File: src/rtl/mem_access_unit.sv
// mem_access_unit: fetch/load/store sequencer for the unified MIPS memory; translates byte addresses to word indices.
// Optional MEM_ACCESS_STATS_EN adds saturating per-pulse counters readable through stat_sel/stat_count.
module mem_access_unit #(
  parameter int DATA_WIDTH = 32,
  parameter logic [31:0] TEXT_BASE = 32'h0040_0000,
  parameter logic [31:0] DATA_BASE = 32'h1001_0000,
  parameter int TEXT_DEPTH = 37,
  parameter int DATA_DEPTH = 32
) (
  input  logic                  clk,
  input  logic                  reset,
  input  logic                  fetch_req,
  input  logic [DATA_WIDTH-1:0] pc,
  input  logic                  ls_req,
  input  logic                  ls_we,
  input  logic [DATA_WIDTH-1:0] ls_addr,
  input  logic [DATA_WIDTH-1:0] ls_wdata,
  output logic                  ready,
  output logic [DATA_WIDTH-1:0] instr,
  output logic                  instr_valid,
  output logic [DATA_WIDTH-1:0] load_data,
  output logic                  load_valid,
  output logic                  store_done,
  output logic                  addr_error,
  output logic [DATA_WIDTH-1:0] mem_addr,
  output logic [DATA_WIDTH-1:0] mem_wdata,
  output logic                  mem_we,
  input  logic [DATA_WIDTH-1:0] mem_rdata
`ifdef MEM_ACCESS_STATS_EN
  ,
  input  logic [1:0]            stat_sel,
  output logic [15:0]           stat_count
`endif
);
  typedef enum logic [1:0] {IDLE, CHECK, ACCESS} state_t;
  state_t state, state_n;
  logic is_ls, is_st, legal, acc;
  logic [DATA_WIDTH-1:0] addr, wdata, base, w, xlat;
  always_comb begin
    base = is_ls ? DATA_BASE : TEXT_BASE;
    w = (addr - base) >> 2;
    legal = addr[1:0] == 2'b00 && addr >= base &&
            w < (is_ls ? DATA_WIDTH'(DATA_DEPTH) : DATA_WIDTH'(TEXT_DEPTH));
    xlat = is_ls ? w : (32'h0040_0000 | w);
  end
  always_comb begin
    state_n = state;
    if (state == IDLE && (ls_req || fetch_req)) state_n = CHECK;
    else if (state == CHECK) state_n = legal ? ACCESS : IDLE;
    else if (state == ACCESS) state_n = IDLE;
    ready = state == IDLE;
    acc = state == ACCESS && !reset;
    mem_addr = acc ? xlat : '0;
    mem_wdata = acc ? wdata : '0;
    mem_we = acc && is_st;
  end
  always_ff @(posedge clk) begin
    if (reset) begin
      state <= IDLE;
      is_ls <= 1'b0;
      is_st <= 1'b0;
      addr <= '0;
      wdata <= '0;
      instr <= '0;
      load_data <= '0;
      instr_valid <= 1'b0;
      load_valid <= 1'b0;
      store_done <= 1'b0;
      addr_error <= 1'b0;
    end else begin
      state <= state_n;
      instr_valid <= state == ACCESS && !is_ls;
      load_valid <= state == ACCESS && is_ls && !is_st;
      store_done <= state == ACCESS && is_st;
      addr_error <= state == CHECK && !legal;
      if (state == IDLE && (ls_req || fetch_req)) begin
        is_ls <= ls_req;
        is_st <= ls_req && ls_we;
        addr <= ls_req ? ls_addr : pc;
        wdata <= ls_wdata;
      end
      if (state == ACCESS && !is_ls) instr <= mem_rdata;
      if (state == ACCESS && is_ls && !is_st) load_data <= mem_rdata;
    end
  end
`ifdef MEM_ACCESS_STATS_EN
  logic [15:0] cnt [4];
  logic [3:0] pulse;
  assign pulse = {addr_error, store_done, load_valid, instr_valid};
  assign stat_count = cnt[stat_sel];
  for (genvar i = 0; i < 4; i++) begin : g_cnt
    always_ff @(posedge clk) begin
      if (reset) cnt[i] <= '0;
      else if (pulse[i] && cnt[i] != 16'hFFFF) cnt[i] <= cnt[i] + 16'd1;
    end
  end
`endif
endmodule

File: config.mk
export PLATFORM = sky130hd
export DESIGN_NAME = mem_access_unit
export DESIGN_NICKNAME = d
export VERILOG_FILES = /design/src/rtl/mem_access_unit.sv
export SDC_FILE = /design/constraint.sdc
export NUM_CORES = 1
export LEC_CHECK = 0
export ABC_CLOCK_PERIOD_IN_PS = 3000
export CAP_MARGIN = 20
export CORE_ASPECT_RATIO = 1.5
export CORE_UTILIZATION = 40
export CTS_CLUSTER_SIZE = 16
export DETAILED_ROUTE_END_ITERATION = 12
export HOLD_SLACK_MARGIN = 0.06
export PLACE_DENSITY = 0.78
export SYNTH_ARGS = -nofsm -noshare
export SYNTH_HDL_FRONTEND = slang
export SYNTH_SLANG_ARGS = --single-unit
File: constraint.sdc
create_clock -name clk -period 3 [get_ports clk]
set_input_delay 0.6 -clock clk [delete_from_list [all_inputs] [get_ports clk]]
set_output_delay 0.6 -clock clk [all_outputs]
set_load 0.01 [all_outputs]
==> results of run 1 <==
==> path summary, 6_finish.rpt <==
check                start  slack [ns]      endpoint
setup / recovery     is_ls        0.06  mem_addr[22]
hold / removal    wdata[7]        0.45      wdata[7]
setup reg to reg     is_ls        0.56    addr_error
hold reg to reg   wdata[7]        0.45      wdata[7]
==> cells by family after synthesis <==
family | share of synthesized area [%]
AO/OA/AOI/OAI | 16.50
XOR/XNOR | 0.7319
adder cells (fa/ha/maj) | 1.673
buffers and inverters | 4.600
flip-flops | 45.49
multiplexers | 5.352
other | 0.06266
AND/OR/NAND/NOR | 25.59
==> what timing repair did <==
item | CTS | global route
cloned | 0 | 0
setup endpoints to repair | 45 | 7
setup buffers | 1 | 0
hold buffers | 0 | 0
resized for setup | 21 | 6
pin swaps | 2 | 0
==> layer usage <==
| metal | wire length, um | vias up | track usage (%) |
|---|---|---|---|
| met5 | 0 | - | 0 |
| met3 | 1247 | 55 | 6.026 |
| li1 | - | 3049 | - |
| met1 | 7131 | 2744 | 27.42 |
| met4 | 964 | 0 | 14.69 |
| met2 | 10160 | 240 | 43.95 |
==> metrics by stage <==
step	total power [mW]	setup WS, ns
6_report	4.723	0.06226
5_1_grt	4.904	-0.01976
4_1_cts	4.746	0.05013
3_5_place_dp	2.676	0.1023
3_3_place_gp	2.667	0.1200
2_1_floorplan	2.349	0.4553
==> critical path, stage by stage, from the launching register on <==
cell and delay (ns):
sky130_fd_sc_hd__dfxtp_1 0.31, sky130_fd_sc_hd__ha_1 0.21, sky130_fd_sc_hd__buf_4 0.16, sky130_fd_sc_hd__nor4_1 0.37, sky130_fd_sc_hd__a311oi_1 0.16, sky130_fd_sc_hd__a311oi_1 0.29
sky130_fd_sc_hd__a21oi_1 0.13, sky130_fd_sc_hd__dlygate4sd2_1 0.30
==> synthesized netlist by cell type (2+ instances only) <==
cell and count:
sky130_fd_sc_hd__o211a_1 2, sky130_fd_sc_hd__nor4b_1 2, sky130_fd_sc_hd__buf_4 2, sky130_fd_sc_hd__buf_6 2, sky130_fd_sc_hd__o21ai_0 5, sky130_fd_sc_hd__a211oi_1 34
sky130_fd_sc_hd__nor2b_1 5, sky130_fd_sc_hd__or3_1 2, sky130_fd_sc_hd__ha_1 8, sky130_fd_sc_hd__nor2_1 54, sky130_fd_sc_hd__xnor2_1 3, sky130_fd_sc_hd__a311oi_1 3
sky130_fd_sc_hd__mux2i_1 32, sky130_fd_sc_hd__nand2b_1 2, sky130_fd_sc_hd__o21a_1 3, sky130_fd_sc_hd__dfxtp_1 136, sky130_fd_sc_hd__and2_1 49, sky130_fd_sc_hd__inv_1 10
sky130_fd_sc_hd__xor2_1 2, sky130_fd_sc_hd__nand2_1 204, sky130_fd_sc_hd__buf_1 6, sky130_fd_sc_hd__nor4_1 6, sky130_fd_sc_hd__or4_4 2, sky130_fd_sc_hd__nand3_1 4
sky130_fd_sc_hd__o22ai_1 2, sky130_fd_sc_hd__o21ai_2 2, sky130_fd_sc_hd__nor3b_1 2, sky130_fd_sc_hd__clkbuf_1 46, sky130_fd_sc_hd__a21oi_1 104, sky130_fd_sc_hd__nor3_1 7
sky130_fd_sc_hd__a31oi_1 3
==> registers in the layout, summed over array words and instances (netlist names) <==
register,count
addr,32
wdata,32
addr_error,1
instr,32
load_data,32
is_ls,1
load_valid,1
is_st,1
instr_valid,1
state,2
store_done,1
==> power breakdown <==
part / switching [mW] / internal (mW) / leakage (nW) / total [mW]
combinational: 0.346 / 0.367 / 2.19 / 0.713
clock: 0.812 / 1.25 / 0.280 / 2.06
sequential: 0.0563 / 1.89 / 1.11 / 1.95
==> cell type report <==
cell class	count	area, um^2
fill	1283	5114
multi-input combinational	559	3045
timing repair buffer	291	2841
sequential	136	2723
clock buffer	19	442.9
tap	196	245.2
clock inverter	13	145.1
inverter	10	37.54
==> placed cells by master (no fill, tap or decap), types with 10 or more instances in the layout <==
cell,netlist,routed
sky130_fd_sc_hd__a211oi_1,34,34
sky130_fd_sc_hd__a21oi_1,104,104
sky130_fd_sc_hd__and2_1,49,49
sky130_fd_sc_hd__buf_4,2,26
sky130_fd_sc_hd__clkbuf_16,0,17
sky130_fd_sc_hd__clkdlybuf4s50_1,0,252
sky130_fd_sc_hd__dfxtp_1,136,136
sky130_fd_sc_hd__inv_1,10,10
sky130_fd_sc_hd__mux2i_1,32,32
sky130_fd_sc_hd__nand2_1,204,203
sky130_fd_sc_hd__nor2_1,54,54
==> results.sh, run 1 <==
export IMPL_critPathArrivalTime_ns=2.34
export IMPL_final_antenna_net_count=0
export IMPL_skew_ns=0.01078
export IMPL_timing_critical_path_from_type="flip-flop"
export IMPL_synth_async_reset_ratio_pct=0
export IMPL_syn2layout_area_growth_pct=58.42
export IMPL_relSlewSlack_pct=44.11
export IMPL_vias=6088
export IMPL_synth_cell_area_um2=5984
export IMPL_inserted_clock_buffers=17
export IMPL_total_half_perimeter_wirelength_after_legalization_and_detailed_placement_mm=13.94
export IMPL_worstSetupEndpointType="primary output"
export IMPL_leakage_nw=3.577
export IMPL_worstRegToRegCells=10
export IMPL_synth_warning_count=0
export IMPL_rows=54
export IMPL_post_synthesis_cell_type_count=48
export IMPL_final_core_utilization_pct=64.96
export IMPL_io_buffers=264
export IMPL_cts_clk_slew_worst_paths_ns=0.06
export IMPL_fin_worst_hold_slack_ns=0.4495
export IMPL_worst_slew_pin_transition_ns=0.8384
export IMPL_drcViolationCount=0
export IMPL_synth_seq_area_share_pct=45.49
export IMPL_synth_area_top_cells="sky130_fd_sc_hd__dfxtp_1 45%, sky130_fd_sc_hd__nand2_1 13%, sky130_fd_sc_hd__a21oi_1 8.7%, sky130_fd_sc_hd__mux2i_1 5.4%, sky130_fd_sc_hd__and2_1 5.1%"
export IMPL_grt_first_pass_wirelength_mm=30.15
export IMPL_routed_wire_length_per_instance_um=15.93
export IMPL_worst_hold_path_num_cells=2
export IMPL_max_freq_mhz=340.4
export IMPL_clk_root_buffer_cell="sky130_fd_sc_hd__clkbuf_16"
export IMPL_clock_sinks=136
export IMPL_ioPinCount=267
export IMPL_cap_viol_max_count=0
export IMPL_period_minus_slack_ns=2.938
export IMPL_final_instance_count_excl_fill=1224
export IMPL_gr_total_overflow=0
export IMPL_finalSetupTns_ns=0
export IMPL_antennaDiodeCount=0
export IMPL_floorplan_die_area_um2=15460
export IMPL_place_inst=1191
export IMPL_postLayoutCellArea_um2=9480
export IMPL_post_drt_via_cell_ratio=4.974
export IMPL_drive_above_1_share_pct=7.977
export IMPL_synth_edf_count=0
export IMPL_path_class="flip-flop to primary output"
export IMPL_synth_area_per_cell_um2=7.864
export IMPL_die_height_um=151.8
export IMPL_grt_total_usage_pct=25.32
export IMPL_post_route_period_util_pct=97.92
export IMPL_grt_antenna_before_repair=0
export IMPL_clock_insertion_delay_worst_skew_ns=0.41
export IMPL_tritoncts_clock_tree="built"
export IMPL_timing_final_setup_violations=0
export IMPL_fp_dieW_um=101.9
export IMPL_synth_ff_latch_count=136
export IMPL_run_status="complete, no violations"
export IMPL_synth_largest_type_area_fraction_pct=45.49
export IMPL_synthesis_instances=761
export IMPL_final_max_slew_violation_count=0
export IMPL_final_hold_viols=0
export IMPL_drt_pre_antenna_iters=4
export IMPL_drt_first_iter_violations=282
export IMPL_core_area_um2=14590
export IMPL_worst_path_max_fanout=6
export IMPL_holdCritPathClass="flip-flop to flip-flop"
export IMPL_start_util_pct=41.01
export IMPL_vdd_drop_max_v=0.0003114
export IMPL_cts_htree_levels=4
export IMPL_post_synth_top_area_cell="sky130_fd_sc_hd__dfxtp_1"
export IMPL_place_area_um2=8860
export IMPL_vias_in_the_first_global_route=5933
export IMPL_placer_congestion=0.9427
export IMPL_nets=1156
export IMPL_yosys_most_used_dff="sky130_fd_sc_hd__dfxtp_1"
export IMPL_cp_required_ns=2.40
export IMPL_ctsLongestPathBuffers=2
export IMPL_p_per_area_nw_per_um2=498.2
export IMPL_detail_route_wirelength_mm=19.50
export IMPL_grt_max_degree=79
No activity file was read; power rests on OpenSTA's default activity.
==> run 2: changes to the inputs <==
- ABC_AREA: not set -> 1
==> run 2 against run 1 <==
Net effect: maximum frequency up 3.6%; first-iteration DRC count down 17%; register-to-register slack better by 0.35 ns; total power up 3.6%; critical endpoint is now mem_addr[24]; hold slack better by 0.0087 ns; via count up 7.6%; worst setup slack better by 0.10 ns; sequential cell count unchanged; wire length down 2.3%; final cell count up 12%; clock skew up 0.0060 ns; clock power up 5%; largest power group unchanged.
==> results.sh, run 2 <==
export IMPL_run_status="complete, no violations"
export IMPL_fp_dieW_um=103.4
export IMPL_start_util_pct=40.94
export IMPL_final_antenna_net_count=0
export IMPL_routed_wire_length_per_instance_um=13.90
export IMPL_clk_root_buffer_cell="sky130_fd_sc_hd__clkbuf_16"
export IMPL_ioPinCount=267
export IMPL_p_per_area_nw_per_um2=505.4
export IMPL_grt_max_degree=77
export IMPL_crit_path_cell_trace="ha_1, ha_2, nand3_2, nand2_2, nand3_1, a21oi_1, clkdlybuf4s50_1"
export IMPL_finalPower_mw=4.891
export IMPL_finalSetupTns_ns=0
export IMPL_path_class="flip-flop to primary output"
export IMPL_leakage_nw=4.193
export IMPL_core_area_um2=15070
export IMPL_final_core_utilization_pct=64.21
export IMPL_timing_critical_path_from_type="flip-flop"
export IMPL_die_height_um=154.1
export IMPL_skew_ns=0.01677
export IMPL_post_synthesis_cell_type_count=30
export IMPL_synth_area_top_cells="sky130_fd_sc_hd__dfxtp_1 44%, sky130_fd_sc_hd__nor2_1 15%, sky130_fd_sc_hd__o21ai_0 10%, sky130_fd_sc_hd__a21oi_1 8.4%, sky130_fd_sc_hd__inv_1 6.8%"
export IMPL_max_freq_mhz=352.7
export IMPL_post_route_period_util_pct=94.51
export IMPL_critPathArrivalTime_ns=2.24
export IMPL_cp_required_ns=2.40
export IMPL_worstSetupEndpointType="primary output"
export IMPL_worst_slew_pin_transition_ns=0.6069
export IMPL_synth_adder_area_share_pct=1.622
export IMPL_holdCritPathClass="flip-flop to flip-flop"
export IMPL_synth_warning_count=0
export IMPL_layout_cells_most_common="sky130_fd_sc_hd__clkdlybuf4s50_1"
export IMPL_synth_compound_area_share_pct=19.33
export IMPL_synth_area_per_cell_um2=6.758
export IMPL_detail_route_wirelength_mm=19.05
export IMPL_io_buffers=264
export IMPL_ctsLongestPathBuffers=2
export IMPL_synth_xor_area_share_pct=0.4259
export IMPL_post_synth_top_area_cell="sky130_fd_sc_hd__dfxtp_1"
export IMPL_worst_path_max_fanout=6
export IMPL_postCtsHoldBufs=0
export IMPL_synth_edf_count=0
export IMPL_antennaDiodeCount=0
export IMPL_synth_mux_area_fraction_pct=0
export IMPL_rows=55
export IMPL_gr_total_overflow=0
export IMPL_grt_setup_unrepaired="no"
export IMPL_inserted_clock_buffers=17
export IMPL_final_hold_viols=0
export IMPL_yosys_most_used_dff="sky130_fd_sc_hd__dfxtp_1"
export IMPL_fin_worst_hold_slack_ns=0.4581
export IMPL_place_inst=1338
export IMPL_synth_seq_area_share_pct=44.13
export IMPL_grt_total_usage_pct=24.04
export IMPL_synth_most_common_cell="sky130_fd_sc_hd__nor2_1"
export IMPL_grt_first_pass_wirelength_mm=29.53
export IMPL_vias_in_the_first_global_route=6167
export IMPL_worst_path_largest_cell_delay_ns=0.56
export IMPL_drt_pre_antenna_iters=5
export IMPL_tritoncts_clock_tree="built"
export IMPL_synth_ff_latch_count=136
export IMPL_floorplan_die_area_um2=15940
export IMPL_clock_insertion_delay_worst_skew_ns=0.41
export IMPL_post_synth_and_or_nand_nor_area_fraction_pct=23.73
export IMPL_cts_clk_slew_worst_paths_ns=0.07
export IMPL_synth_largest_type_area_fraction_pct=44.13
export IMPL_post_drt_via_cell_ratio=4.777
export IMPL_syn2layout_area_growth_pct=56.84
export IMPL_reg_to_reg_setup_timing_slack_ns=0.91
export IMPL_grt_antenna_before_repair=0
export IMPL_placer_congestion=0.8821
export IMPL_largest_family_of_logic_cells_by_synthesized_area="simple AND/OR/NAND/NOR gates"
export IMPL_drive_above_1_share_pct=7.509
export IMPL_total_half_perimeter_wirelength_after_legalization_and_detailed_placement_mm=13.83
export IMPL_synth_cell_area_um2=6170
export IMPL_relSlewSlack_pct=59.54
export IMPL_final_instance_count_excl_fill=1371
export IMPL_synth_cells_most_frequent="246 x sky130_fd_sc_hd__nor2_1, 136 x sky130_fd_sc_hd__dfxtp_1, 129 x sky130_fd_sc_hd__o21ai_0"
export IMPL_cts_htree_levels=4
export IMPL_nets=1300
export IMPL_timing_final_setup_violations=0
export IMPL_clock_sinks=136
export IMPL_synthesis_instances=913
export IMPL_drcViolationCount=0
export IMPL_vdd_drop_max_v=0.0003131
export IMPL_critPathSlowestCell="sky130_fd_sc_hd__clkdlybuf4s50_1"
export IMPL_final_max_slew_violation_count=0
export IMPL_vias=6549
export IMPL_drt_first_iter_violations=234
export IMPL_period_minus_slack_ns=2.835
export IMPL_cap_viol_max_count=0
export IMPL_synth_async_reset_ratio_pct=0
export IMPL_most_common_layout_cells="257 x sky130_fd_sc_hd__clkdlybuf4s50_1, 244 x sky130_fd_sc_hd__nor2_1, 134 x sky130_fd_sc_hd__dfxtp_1"
## run 2: timing repair
item / in CTS / in global routing
endpoints found under the hold margin: 0 / 0
gates resized for setup: 7 / 7
pin swaps: 0 / 1
endpoints found under the setup margin: 6 / 6
setup buffers: 0 / 1
## run 2: final timing paths
check,cells after the start,endpoint,from
max,7,mem_addr[24],is_ls
min,2,wdata[17],wdata[17]
max reg2reg,15,addr_error,is_ls
min reg2reg,2,wdata[17],wdata[17]
## run 2: cell type report
type	instances	area [um^2]
clock inverters	14	175.2
flip-flops and latches	136	2728
repair buffers	282	2834
fillers	1342	5394
well taps	199	249.0
inverters	115	431.7
multi-input cells	607	2820
clock buffers	18	439.2
## run 2: worst max-delay path, delay by kind of cell, from the launching register on
kind,cells,cell delay (ns)
flops,1,0.39
buf+inv,1,0.56
compound gates,1,0.15
simple gates,3,0.32
fa+ha+maj,2,0.41
## run 2: cells by family (layout without fill, tap and decap cells)
logic type | count (synthesis) | after routing
DFF | 136 | 136
buffers and inverters | 171 | 429
other | 1 | 2
xor gates and xnor gates | 3 | 3
adders and majority gates | 8 | 8
and+or+nand+nor | 358 | 358
AOI/OAI and AO/OA | 236 | 236
## run 2: power by group
group | total (mW) | internal, mW | switching (mW) | leakage (nW)
logic | 0.762 | 0.351 | 0.412 | 2.78
clock network | 2.16 | 1.29 | 0.872 | 0.297
registers | 1.97 | 1.90 | 0.0671 | 1.11
## run 2: stage by stage
step	cell area [um^2]	setup slack [ns]
3_5_place_dp	9026	0.2049
3_3_place_gp	8999	0.2428
2_1_floorplan	6173	0.8301
5_1_grt	9677	0.02548
4_1_cts	9653	0.02300
6_report	9677	0.1646
## run 2: metal layers
layer  track usage, %  wire length [um]
met1            25.00              7273
met3            6.682              1226
met2            43.36              9844
met5                0                 0
met4            11.13               709
